===== src/rtl/mem_port_arbiter.sv =====
// mem_port_arbiter: shares one memory port between fetch (req 0) and MEM (req 1), one outstanding transaction.
// Optional response watchdog enabled by defining ARB_TIMEOUT_EN.
module mem_port_arbiter #(
  parameter int ADDR_WIDTH     = 32,
  parameter int DATA_WIDTH     = 32,
  parameter int STARVE_LIMIT   = 4,
  parameter int TIMEOUT_CYCLES = 255
) (
  input  logic                  clk,
  input  logic                  rst_n,
  input  logic                  req_valid0,
  input  logic                  req_valid1,
  input  logic [ADDR_WIDTH-1:0] req_addr0,
  input  logic [ADDR_WIDTH-1:0] req_addr1,
  input  logic [DATA_WIDTH-1:0] req_wdata0,
  input  logic [DATA_WIDTH-1:0] req_wdata1,
  input  logic                  req_we0,
  input  logic                  req_we1,
  output logic                  req_ready0,
  output logic                  req_ready1,
  output logic                  rsp_valid0,
  output logic                  rsp_valid1,
  output logic [DATA_WIDTH-1:0] rsp_rdata,
  output logic                  rsp_err,
  output logic                  mem_valid,
  output logic [ADDR_WIDTH-1:0] mem_addr,
  output logic [DATA_WIDTH-1:0] mem_wdata,
  output logic                  mem_we,
  input  logic                  mem_ready,
  input  logic                  mem_rvalid,
  input  logic [DATA_WIDTH-1:0] mem_rdata,
  output logic                  grant_sel,
  output logic                  busy
);
  typedef enum logic [1:0] {IDLE, ISSUE, WAIT_RSP} state_t;
  state_t     state_q, state_d;
  logic       grant_q, grant_d;
  logic [3:0] starve_q, starve_d;
  logic       any_req, win, tmo_hit, done, arb;

  if (STARVE_LIMIT < 1 || STARVE_LIMIT > 15) $error("STARVE_LIMIT out of range");
  if (TIMEOUT_CYCLES < 1 || TIMEOUT_CYCLES > 1023) $error("TIMEOUT_CYCLES out of range");

  assign any_req = req_valid0 | req_valid1;
  assign win     = req_valid1 & ~(req_valid0 & (starve_q == 4'(STARVE_LIMIT)));
  assign done    = (state_q == WAIT_RSP) & (mem_rvalid | tmo_hit);
  assign arb     = any_req & ((state_q == IDLE) | done);

`ifdef ARB_TIMEOUT_EN
  logic [9:0] tmo_q, tmo_d;
  assign tmo_hit = (state_q == WAIT_RSP) & (tmo_q == 10'(TIMEOUT_CYCLES));
  assign tmo_d   = (state_q == ISSUE) ? '0 : (state_q == WAIT_RSP && !mem_rvalid) ? tmo_q + 10'd1 : tmo_q;
  always_ff @(posedge clk or negedge rst_n)
    if (!rst_n) tmo_q <= '0;
    else        tmo_q <= tmo_d;
`else
  assign tmo_hit = 1'b0;
`endif

  always_ff @(posedge clk or negedge rst_n) begin
    if (!rst_n) begin
      state_q  <= IDLE;
      grant_q  <= 1'b0;
      starve_q <= '0;
    end else begin
      state_q  <= state_d;
      grant_q  <= grant_d;
      starve_q <= starve_d;
    end
  end

  // Grants to req 1 only count toward starvation while req 0 is actually waiting.
  always_comb begin
    state_d  = arb ? ISSUE : (state_q == ISSUE && mem_ready) ? WAIT_RSP : done ? IDLE : state_q;
    grant_d  = arb ? win : grant_q;
    starve_d = !arb ? starve_q :
               !(win && req_valid0) ? 4'd0 :
               (starve_q == 4'(STARVE_LIMIT)) ? starve_q : starve_q + 4'd1;
  end

  always_comb begin
    mem_valid  = state_q == ISSUE;
    busy       = state_q != IDLE;
    grant_sel  = grant_q;
    mem_addr   = grant_q ? req_addr1 : req_addr0;
    mem_wdata  = grant_q ? req_wdata1 : req_wdata0;
    mem_we     = grant_q ? req_we1 : req_we0;
    req_ready0 = mem_valid & mem_ready & ~grant_q;
    req_ready1 = mem_valid & mem_ready & grant_q;
    rsp_valid0 = done & ~grant_q;
    rsp_valid1 = done & grant_q;
    rsp_err    = done & ~mem_rvalid;
    rsp_rdata  = (done && mem_rvalid) ? mem_rdata : '0;
  end
endmodule


===== config.mk =====
export PLATFORM = sky130hd
export DESIGN_NAME = mem_port_arbiter
export DESIGN_NICKNAME = d
export VERILOG_FILES = /design/src/rtl/mem_port_arbiter.sv
export SDC_FILE = /design/constraint.sdc
export NUM_CORES = 1
export LEC_CHECK = 0
export ABC_CLOCK_PERIOD_IN_PS = 1300
export BUFFER_PORTS_ARGS = -buffer_cell sky130_fd_sc_hd__buf_4
export CAP_MARGIN = 25
export CORE_AREA = 3 3 103 105
export CTS_CLUSTER_SIZE = 12
export DETAILED_ROUTE_END_ITERATION = 6
export DIE_AREA = 0 0 106 108
export PLACE_DENSITY = 0.61
export SYNTH_ARGS = -nofsm -noshare
export SYNTH_HDL_FRONTEND = slang
export SYNTH_SLANG_ARGS = --single-unit

===== constraint.sdc =====
create_clock -name clk -period 1.3 [get_ports clk]
set_input_delay 0.26 -clock clk [delete_from_list [all_inputs] [get_ports clk]]
set_output_delay 0.26 -clock clk [all_outputs]
set_load 0.05 [all_outputs]

==> flow_summary.toml, run 1 <==
[outcome]
status = "finished with violations"
violations = "negative setup slack"

[grt]
antenna_found_initial = 0
track_usage_pct = 15.7
grt_pass1_vias = 2472
grt_max_degree = 34
grt_first_pass_wirelength_um = 14100
overflow = 0

[hold_path]
hold_path.class = "in2reg"

[synthesis]
ys_types = 29
syn_inst = 158
synth_edf_count = 0
syn_avg_cell_area_sq_um = 9.26
syn_area_sq_um = 1460
synth_seq_area_share_pct = 12.0
async_flop_share_pct = 100
synth_ff_type = "dfrtp_1"
syn_nets = 328
ys_ff_latch = 7
ys_warn_count = 0

[layout]
drive_above_1_share_pct = 93.8
diodes = 0
area_delta_synth_final_pct = 210
nNetsFinal = 608
fill_cells = 918

[timing]
max_freq_mhz = 586
slew_violations = 0
rsz0062_at_grt = "yes"
final_hold_viol_count = 0
period_minus_slack_ns = 1.71
finalSetupViolations = 104
setup_ws_ns = -0.406
finalClockSkew_ns = 0.00248
final.period_utilization_pct = 131
setup_tns_ns = -32.79

[route]
drc = 0
postRouteAntennaNets = 0
drt_pass1_iterations = 3
wl_per_cell_um = 17.7
num_vias = 2287
wl_um = 10100
routed_via_density = 4.01
drtIter0Drc = 76

[clock_tree]
numCtsBuffers = 3
htree_levels = 1
clkSinkCount = 7
clk_latency_ns = 0.23
cts_buffer_depth = 2
clock_tree.root_cell = "clkbuf_8"
cts_tree = "done"
clkTransAtPathRegs_ns = 0.04

[placement]
portBuffers = 271
dpl.hpwl_um = 8320
gp_congestion = 0.787

[power_and_ir_drop]
p_total_mw = 8.36
powerDensity_nw_per_um2 = 1840
p_leak_nw = 2.25
peakVddDrop_mv = 1.04

[setup_path]
crit_required_ns = 1.04
endpoint_kind = "output port"
crit_type = "reg2out"
worstPathMaxFanout = 28
critPathLaunchType = "flip-flop"
crit_arrival_ns = 1.45

[die]
ios = 273
rows = 36
die_area_sq_um = 11400
core_area_sq_um = 9730
die_x_um = 106
initial_core_util_pct = 15.0
die_height_um = 108

[flow_run]
cap_violations = 0
-- flip-flops by register name, indices dropped and copies added (netlist names) --
name / cells
starve_q: 4
state_q: 2
grant_sel: 1
-- cell usage after synthesis (all sizes together), types with 2 or more instances --
| cell | n | share of area, % |
|---|---|---|
| and2 | 35 | 15 |
| or2 | 2 | 0.86 |
| inv | 3 | 0.77 |
| nand2 | 6 | 2.1 |
| ha | 2 | 1.7 |
| nand3 | 2 | 0.68 |
| mux2 | 66 | 51 |
| buf | 10 | 4.3 |
| a31oi | 2 | 1.9 |
| a21oi | 3 | 1.0 |
| dfrtp | 7 | 12 |
| o2bb2ai | 2 | 1.2 |
| nor2 | 7 | 2.0 |
| clkbuf | 3 | 1.0 |
-- layout by cell type, fill, tap and decap left out, types with 2 or more instances in the layout --
cell / Yosys / layout
buf_4: 1 / 176
a21oi_1: 3 / 3
buf_6: 0 / 70
nor2_1: 6 / 4
buf_12: 0 / 4
nand2_1: 5 / 3
nand3_1: 2 / 2
dfrtp_1: 7 / 4
and2_2: 0 / 2
and2_4: 1 / 32
mux2_4: 0 / 9
inv_2: 1 / 2
buf_8: 1 / 37
nand2_4: 1 / 2
nor2_4: 0 / 3
dfrtp_2: 0 / 3
clkbuf_8: 0 / 3
mux2_2: 66 / 57
-- report_power, final --
| part | internal, mW | total, mW | switching (mW) |
|---|---|---|---|
| combinational | 3.32 | 7.61 | 4.29 |
| clock | 0.213 | 0.318 | 0.105 |
| sequential | 0.314 | 0.428 | 0.115 |
-- path summary, 6_finish.rpt --
| check | slack (ns) | end | depth (start not counted) | startpoint |
|---|---|---|---|---|
| setup / recovery | -0.41 | mem_wdata[26] | 3 | grant_sel$_DFFE_PN0P_ |
| hold / removal | 0.23 | grant_sel$_DFFE_PN0P_ | 2 | req_valid0 |
| hold reg to reg | 0.58 | starve_q[3]$_DFFE_PN0P_ | 1 | starve_q[3]$_DFFE_PN0P_ |
| setup reg to reg | 0.05 | starve_q[0]$_DFFE_PN0P_ | 5 | state_q[1]$_DFFE_PN0P_ |
| min in group asynchronous | 0.38 | state_q[1]$_DFFE_PN0P_ | 2 | rst_n |
| max in group asynchronous | 0.78 | grant_sel$_DFFE_PN0P_ | 2 | rst_n |
-- layout make-up --
class                           instances  area, sq um  area share [%]
Tap cell                              133          166            3.67
Sequential cell                         7          179            3.94
Multi-Input combinational cell        135         1380            30.4
Clock buffer                            4         45.0           0.993
Inverter                                3         11.3           0.248
Timing Repair Buffer                  288         2760            60.7
-- worst max-delay path, stage by stage, from the launching register on --
cell	delay (ns)
dfrtp_2	0.41
buf_12	0.20
mux2_2	0.39
buf_4	0.20
-- cells by family (layout without fill, tap and decap cells) --
logic type | Yosys count | in the layout | synth area share [%]
muxes | 66 | 66 | 50.8
and+or+nand+nor | 57 | 57 | 23.9
buffers and inverters | 16 | 295 | 6.07
AOI/OAI and AO/OA | 9 | 9 | 5.30
DFF | 7 | 7 | 12.0
adders and majority gates | 2 | 2 | 1.71
other | 1 | 1 | 0.256
-- metal layers --
metal | up-vias | GRT usage (%) | share of wire [%] | routed length [um]
met1 | 1071 | 17.6 | 34 | 3440
met4 | 0 | 3.24 | 1.5 | 147
li1 | 1102 | - | - | -
met2 | 103 | 30.6 | 58 | 5810
met5 | - | 0 | 0 | 0
met3 | 11 | 3.34 | 6.7 | 672
-- stage by stage --
step	util (%)	setup slack, ns	area [sq um]	hold WS (ns)	cells
floorplan	-	-0.296	1650	-0.0356	158
global placement	39.9	-0.157	3880	0.0814	564
detailed placement	39.9	-0.163	3880	0.0815	564
CTS	46.2	-0.413	4490	0.220	570
global route	46.6	-0.446	4540	0.229	570
finish	46.6	-0.406	4540	0.227	570
-- what timing repair did --
action | CTS | global route
pin swaps | 6 | 2
endpoints found under the setup margin | 104 | 106
resized for setup | 145 | 12
buffers inserted | 2 | 0
endpoints found under the hold margin | 7 | 0
hold buffers | 1 | 0
Note: power is estimated with default switching activity, not from simulation.
==> run 2: changes to the inputs <==
CORE_AREA = 2 2 105 107   (was 3 3 103 105)
CTS_BUF_LIST = sky130_fd_sc_hd__clkbuf_8   (was not set)
DIE_AREA = 0 0 107 109   (was 0 0 106 108)
PLACE_DENSITY = 0.59   (was 0.61)
==> flow_summary.toml, run 2 (synthesis results as in run 1) <==
[outcome]
status = "finished with violations"
violations = "negative setup slack"

[timing]
finalClockSkew_ns = 0.00478
final_hold_viol_count = 0
setup_tns_ns = -37.63
final.period_utilization_pct = 133
finalSetupViolations = 106
rsz0062_at_grt = "yes"
period_minus_slack_ns = 1.73
max_freq_mhz = 579
setup_ws_ns = -0.428
slew_violations = 0

[clock_tree]
clkTransAtPathRegs_ns = 0.04
clk_latency_ns = 0.23
clock_tree.root_cell = "clkbuf_8"
numCtsBuffers = 3
cts_buffer_depth = 2
clkSinkCount = 7
htree_levels = 1
cts_tree = "done"

[power_and_ir_drop]
power_frac_comb_pct = 91.7
p_total_mw = 8.79
p_leak_nw = 2.39
powerDensity_nw_per_um2 = 1830
swShare_pct = 52.5
peakVddDrop_mv = 1.26
p_switching_mw = 4.62
p_int_mw = 4.18
pwr-share-clk_pct = 3.4
seqPwrFrac_pct = 4.9

[route]
drtIter0Drc = 75
num_vias = 2372
wl_um = 9540
routed_via_density = 4.01
wl_per_cell_um = 16.1
drc = 0
postRouteAntennaNets = 0
drt_pass1_iterations = 4

[placement]
portBuffers = 271
dp.cells = 570
dpl.hpwl_um = 7220
gp_congestion = 0.819
placed_area_sq_um = 3880

[grt]
antenna_found_initial = 0
grt_first_pass_wirelength_um = 12300
grt_max_degree = 44
grt_pass1_vias = 2328
track_usage_pct = 13.5
overflow = 0

[layout]
largest_register_ffs = 4
stdcell_area_sq_um = 4810
fin_cells = 591
layout_common_cells = "buf_4, buf_6, mux2_2, buf_8, and2_4"
drive_above_1_share_pct = 94.0
area_delta_synth_final_pct = 229
layout_commonest_cell = "buf_4"
nNetsFinal = 622
diodes = 0
largest-register = "starve_q"

[die]
core_area_sq_um = 10600
initial_core_util_pct = 13.8
ios = 273
rows = 38
die_x_um = 107
die_height_um = 109
die_area_sq_um = 11700

[hold_path]
hold_path.class = "in2reg"

[setup_path]
worstPathMaxFanout = 14
endpoint_kind = "output port"
reg2reg_from = "state_q[1]$_DFFE_PN0P_"
critical_path.startpoint = "grant_sel$_DFFE_PN0P_"
worstRegToRegCells = 6
crit_type = "reg2out"
crit_arrival_ns = 1.47
reg2reg_slack_ns = -0.06
crit_end = "mem_addr[30]"
crit_required_ns = 1.04
r2r_end = "starve_q[0]$_DFFE_PN0P_"
critPathLaunchType = "flip-flop"

[flow_run]
cap_violations = 0
[run 2: cell type report]
class	count	area (sq um)
clock buffers	3	41.3
clock inverters	1	3.75
fillers	1002	5800
inverters	3	13.8
multi-input cells	135	1410
flip-flops and latches	7	179
well taps	140	175
repair buffers	302	2990
[run 2: worst min-delay path by stage]
| stage | start | to | slack, ns | cells after the start |
|---|---|---|---|---|
| after global placement | rst_n | starve_q[0]$_DFFE_PN0P_ | 0.08 | 1 |
| after detailed placement | rst_n | starve_q[0]$_DFFE_PN0P_ | 0.08 | 1 |
| final | req_valid0 | grant_sel$_DFFE_PN0P_ | 0.22 | 2 |
| after global routing | req_valid0 | grant_sel$_DFFE_PN0P_ | 0.23 | 2 |
| after floorplan | rst_n | grant_sel$_DFFE_PN0P_ | -0.04 | 0 |
| after CTS | req_valid0 | grant_sel$_DFFE_PN0P_ | 0.22 | 2 |
[run 2: per-stage QoR]
stage               setup slack [ns]  utilization [%]  hold WS [ns]
finish                        -0.428             45.3         0.221
global route                  -0.464             45.3         0.226
detailed placement            -0.180             36.6        0.0788
global placement              -0.172             36.6        0.0804
CTS                           -0.427             42.1         0.221
floorplan                     -0.296                -       -0.0356
[run 2: metal layers]
metal | vias to the layer above | track usage, % | part of all wire (%)
li1 | 1135 | - | -
met1 | 1131 | 16.2 | 39
met2 | 96 | 24.9 | 54
met3 | 10 | 2.75 | 6.4
met4 | 0 | 3.06 | 1.2
met5 | - | 0 | 0
[run 2: repair_timing]
item                                    in CTS  in global routing
setup buffers                                5                  9
pin swaps                                    7                 24
resized for setup                          113                 54
endpoints found under the hold margin        7                  0
gates cloned                                 2                  3
hold buffers                                 1                  0
endpoints found under the setup margin     104                108
[run 2: power by group through the flow]
| stage | sequential, mW | combinational, mW | clock (mW) |
|---|---|---|---|
| global placement | 0.414 | 6.65 | 0 |
| CTS | 0.421 | 7.45 | 0.308 |
| finish | 0.428 | 8.06 | 0.301 |
| floorplan | 0.470 | 4.69 | 0 |
| detailed placement | 0.421 | 6.69 | 0 |
| global route | 0.437 | 8.37 | 0.325 |
[run 2: critical path, stage by stage, from the launching register on]
cell,delay [ns]
dfrtp_2,0.40
buf_12,0.12
buf_12,0.16
mux2_2,0.35
buf_4,0.19
==> run 3: changes to the inputs <==
ABC_CLOCK_PERIOD_IN_PS = 1520   (was 1300)
PLACE_DENSITY = 0.6   (was 0.59)
clock period = 1.52 ns   (was 1.3 ns; I/O delays follow)
==> flow_summary.toml, run 3 (synthesis results as in run 1) <==
[timing]
slew_violations = 0
final_hold_viol_count = 0
period_minus_slack_ns = 1.75
max_freq_mhz = 572
rsz0062_at_grt = "yes"
setup_tns_ns = -14.42
finalClockSkew_ns = 0.00516
final.period_utilization_pct = 115
setup_ws_ns = -0.228
finalSetupViolations = 100

[grt]
overflow = 0
antenna_found_initial = 1
grt_max_degree = 34
grt_first_pass_wirelength_um = 11400
track_usage_pct = 12.3
grt_pass1_vias = 2365

[clock_tree]
htree_levels = 1
clk_latency_ns = 0.23
clkSinkCount = 7
cts_tree = "done"
numCtsBuffers = 3
clock_tree.root_cell = "clkbuf_8"
clkTransAtPathRegs_ns = 0.05
cts_buffer_depth = 2

[layout]
area_delta_synth_final_pct = 193
layout_commonest_cell = "buf_4"
fill_cells = 1059
nNetsFinal = 603
drive_above_1_share_pct = 92.4
largest_register_ffs = 4
layout_common_cells = "buf_4, buf_6, mux2_2, and2_2, mux2_4"
largest-register = "starve_q"

[placement]
portBuffers = 271
pre_cts_ws_ns = -0.0282
gp_congestion = 0.846
dpl.hpwl_um = 7040

[power_and_ir_drop]
powerDensity_nw_per_um2 = 1580
p_leak_nw = 2.17
peakVddDrop_mv = 0.702

[die]
die_height_um = 109
core_area_sq_um = 10600
initial_core_util_pct = 13.8
die_area_sq_um = 11700
rows = 38
ios = 273
die_x_um = 107

[route]
num_vias = 2256
drt_pass1_iterations = 4
drtIter0Drc = 53
postRouteAntennaNets = 0
drc = 0
wl_um = 8100
wl_per_cell_um = 14.1
routed_via_density = 3.94

[setup_path]
r2r_end = "starve_q[0]$_DFFE_PN0P_"
crit_required_ns = 1.22
worstRegToRegCells = 6
reg2reg_slack_ns = 0.18
crit_arrival_ns = 1.44
endpoint_kind = "output port"
reg2reg_from = "starve_q[0]$_DFFE_PN0P_"
crit_type = "reg2out"
critPathLaunchType = "flip-flop"
worstPathMaxFanout = 28

[flow_run]
cap_violations = 0

[outcome]
violations = "negative setup slack"
status = "finished with violations"

[hold_path]
worstHoldStart = "mem_ready"
whs_endpoint = "state_q[0]$_DFFE_PN0P_"
hold_depth = 2
hold_path.class = "in2reg"
[run 3: cell count changes in the layout (fill, tap and decap cells not counted), moves of 4 or more]
| cell | delta |
|---|---|
| buf_4 | +4 |
| and2_4 | -33 |
| buf_12 | -4 |
| buf_6 | +17 |
| buf_8 | -31 |
| and2_2 | +31 |
[run 3: how the worst max path moves through the flow]
stage                                     start      endpoint  slack, ns  cells past startpoint
after floorplan           grant_sel$_DFFE_PN0P_  mem_addr[10]      -0.11                      3
after global placement    grant_sel$_DFFE_PN0P_  mem_addr[11]      0.004                      3
after detailed placement  grant_sel$_DFFE_PN0P_  mem_addr[14]      -0.03                      3
after CTS                 grant_sel$_DFFE_PN0P_  mem_addr[14]      -0.24                      3
after global routing      grant_sel$_DFFE_PN0P_  mem_addr[14]      -0.28                      3
final                     grant_sel$_DFFE_PN0P_  mem_addr[14]      -0.23                      3
[run 3: area by class of cell]
type                            instances  area, sq um  area share (%)
Inverter                                3         11.3           0.263
Sequential cell                         7          180            4.21
Timing Repair Buffer                  283         2530            59.1
Antenna cell                            1         2.50          0.0584
Clock inverter                          1         3.75          0.0876
Multi-Input combinational cell        135         1340            31.2
Tap cell                              140          175            4.09
Clock buffer                            3         41.3           0.964
[run 3: critical path: stages, from the launching register on]
cell	delay [ns]
dfrtp_4	0.46
buf_12	0.21
mux2_2	0.38
buf_6	0.16
[run 3: metrics by stage]
stage / hold slack [ns] / area, sq um / std cells / total power [mW] / utilization [%]
2_1_floorplan: 0.00841 / 1600 / 158 / 4.40 / -
3_3_place_gp: 0.126 / 3840 / 566 / 6.03 / 36.2
3_5_place_dp: 0.127 / 3840 / 566 / 6.08 / 36.2
4_1_cts: 0.272 / 4260 / 572 / 6.82 / 40.2
5_1_grt: 0.288 / 4280 / 572 / 7.09 / 40.4
6_report: 0.282 / 4280 / 573 / 6.78 / 40.4
[run 3: timing repair]
item / 4_1_cts / 5_1_grt
setup endpoints to repair: 102 / 102
hold buffers: 1 / 0
resized for setup: 96 / 6
buffers inserted: 1 / 0
hold endpoints to repair: 7 / 0
[run 3: layer usage]
metal  vias to the layer above  GRT usage, %  share of wire [%]
li1                       1095             -                  -
met1                      1014          11.9                 32
met2                       145          25.6                 56
met3                         2          4.30                 12
met4                         0          1.39               0.49
met5                         -             0                  0
[run 3: where the power goes]
group	switching (mW)	internal, mW
sequential	0.103	0.273
combinational	3.54	2.60
clock	0.0912	0.176
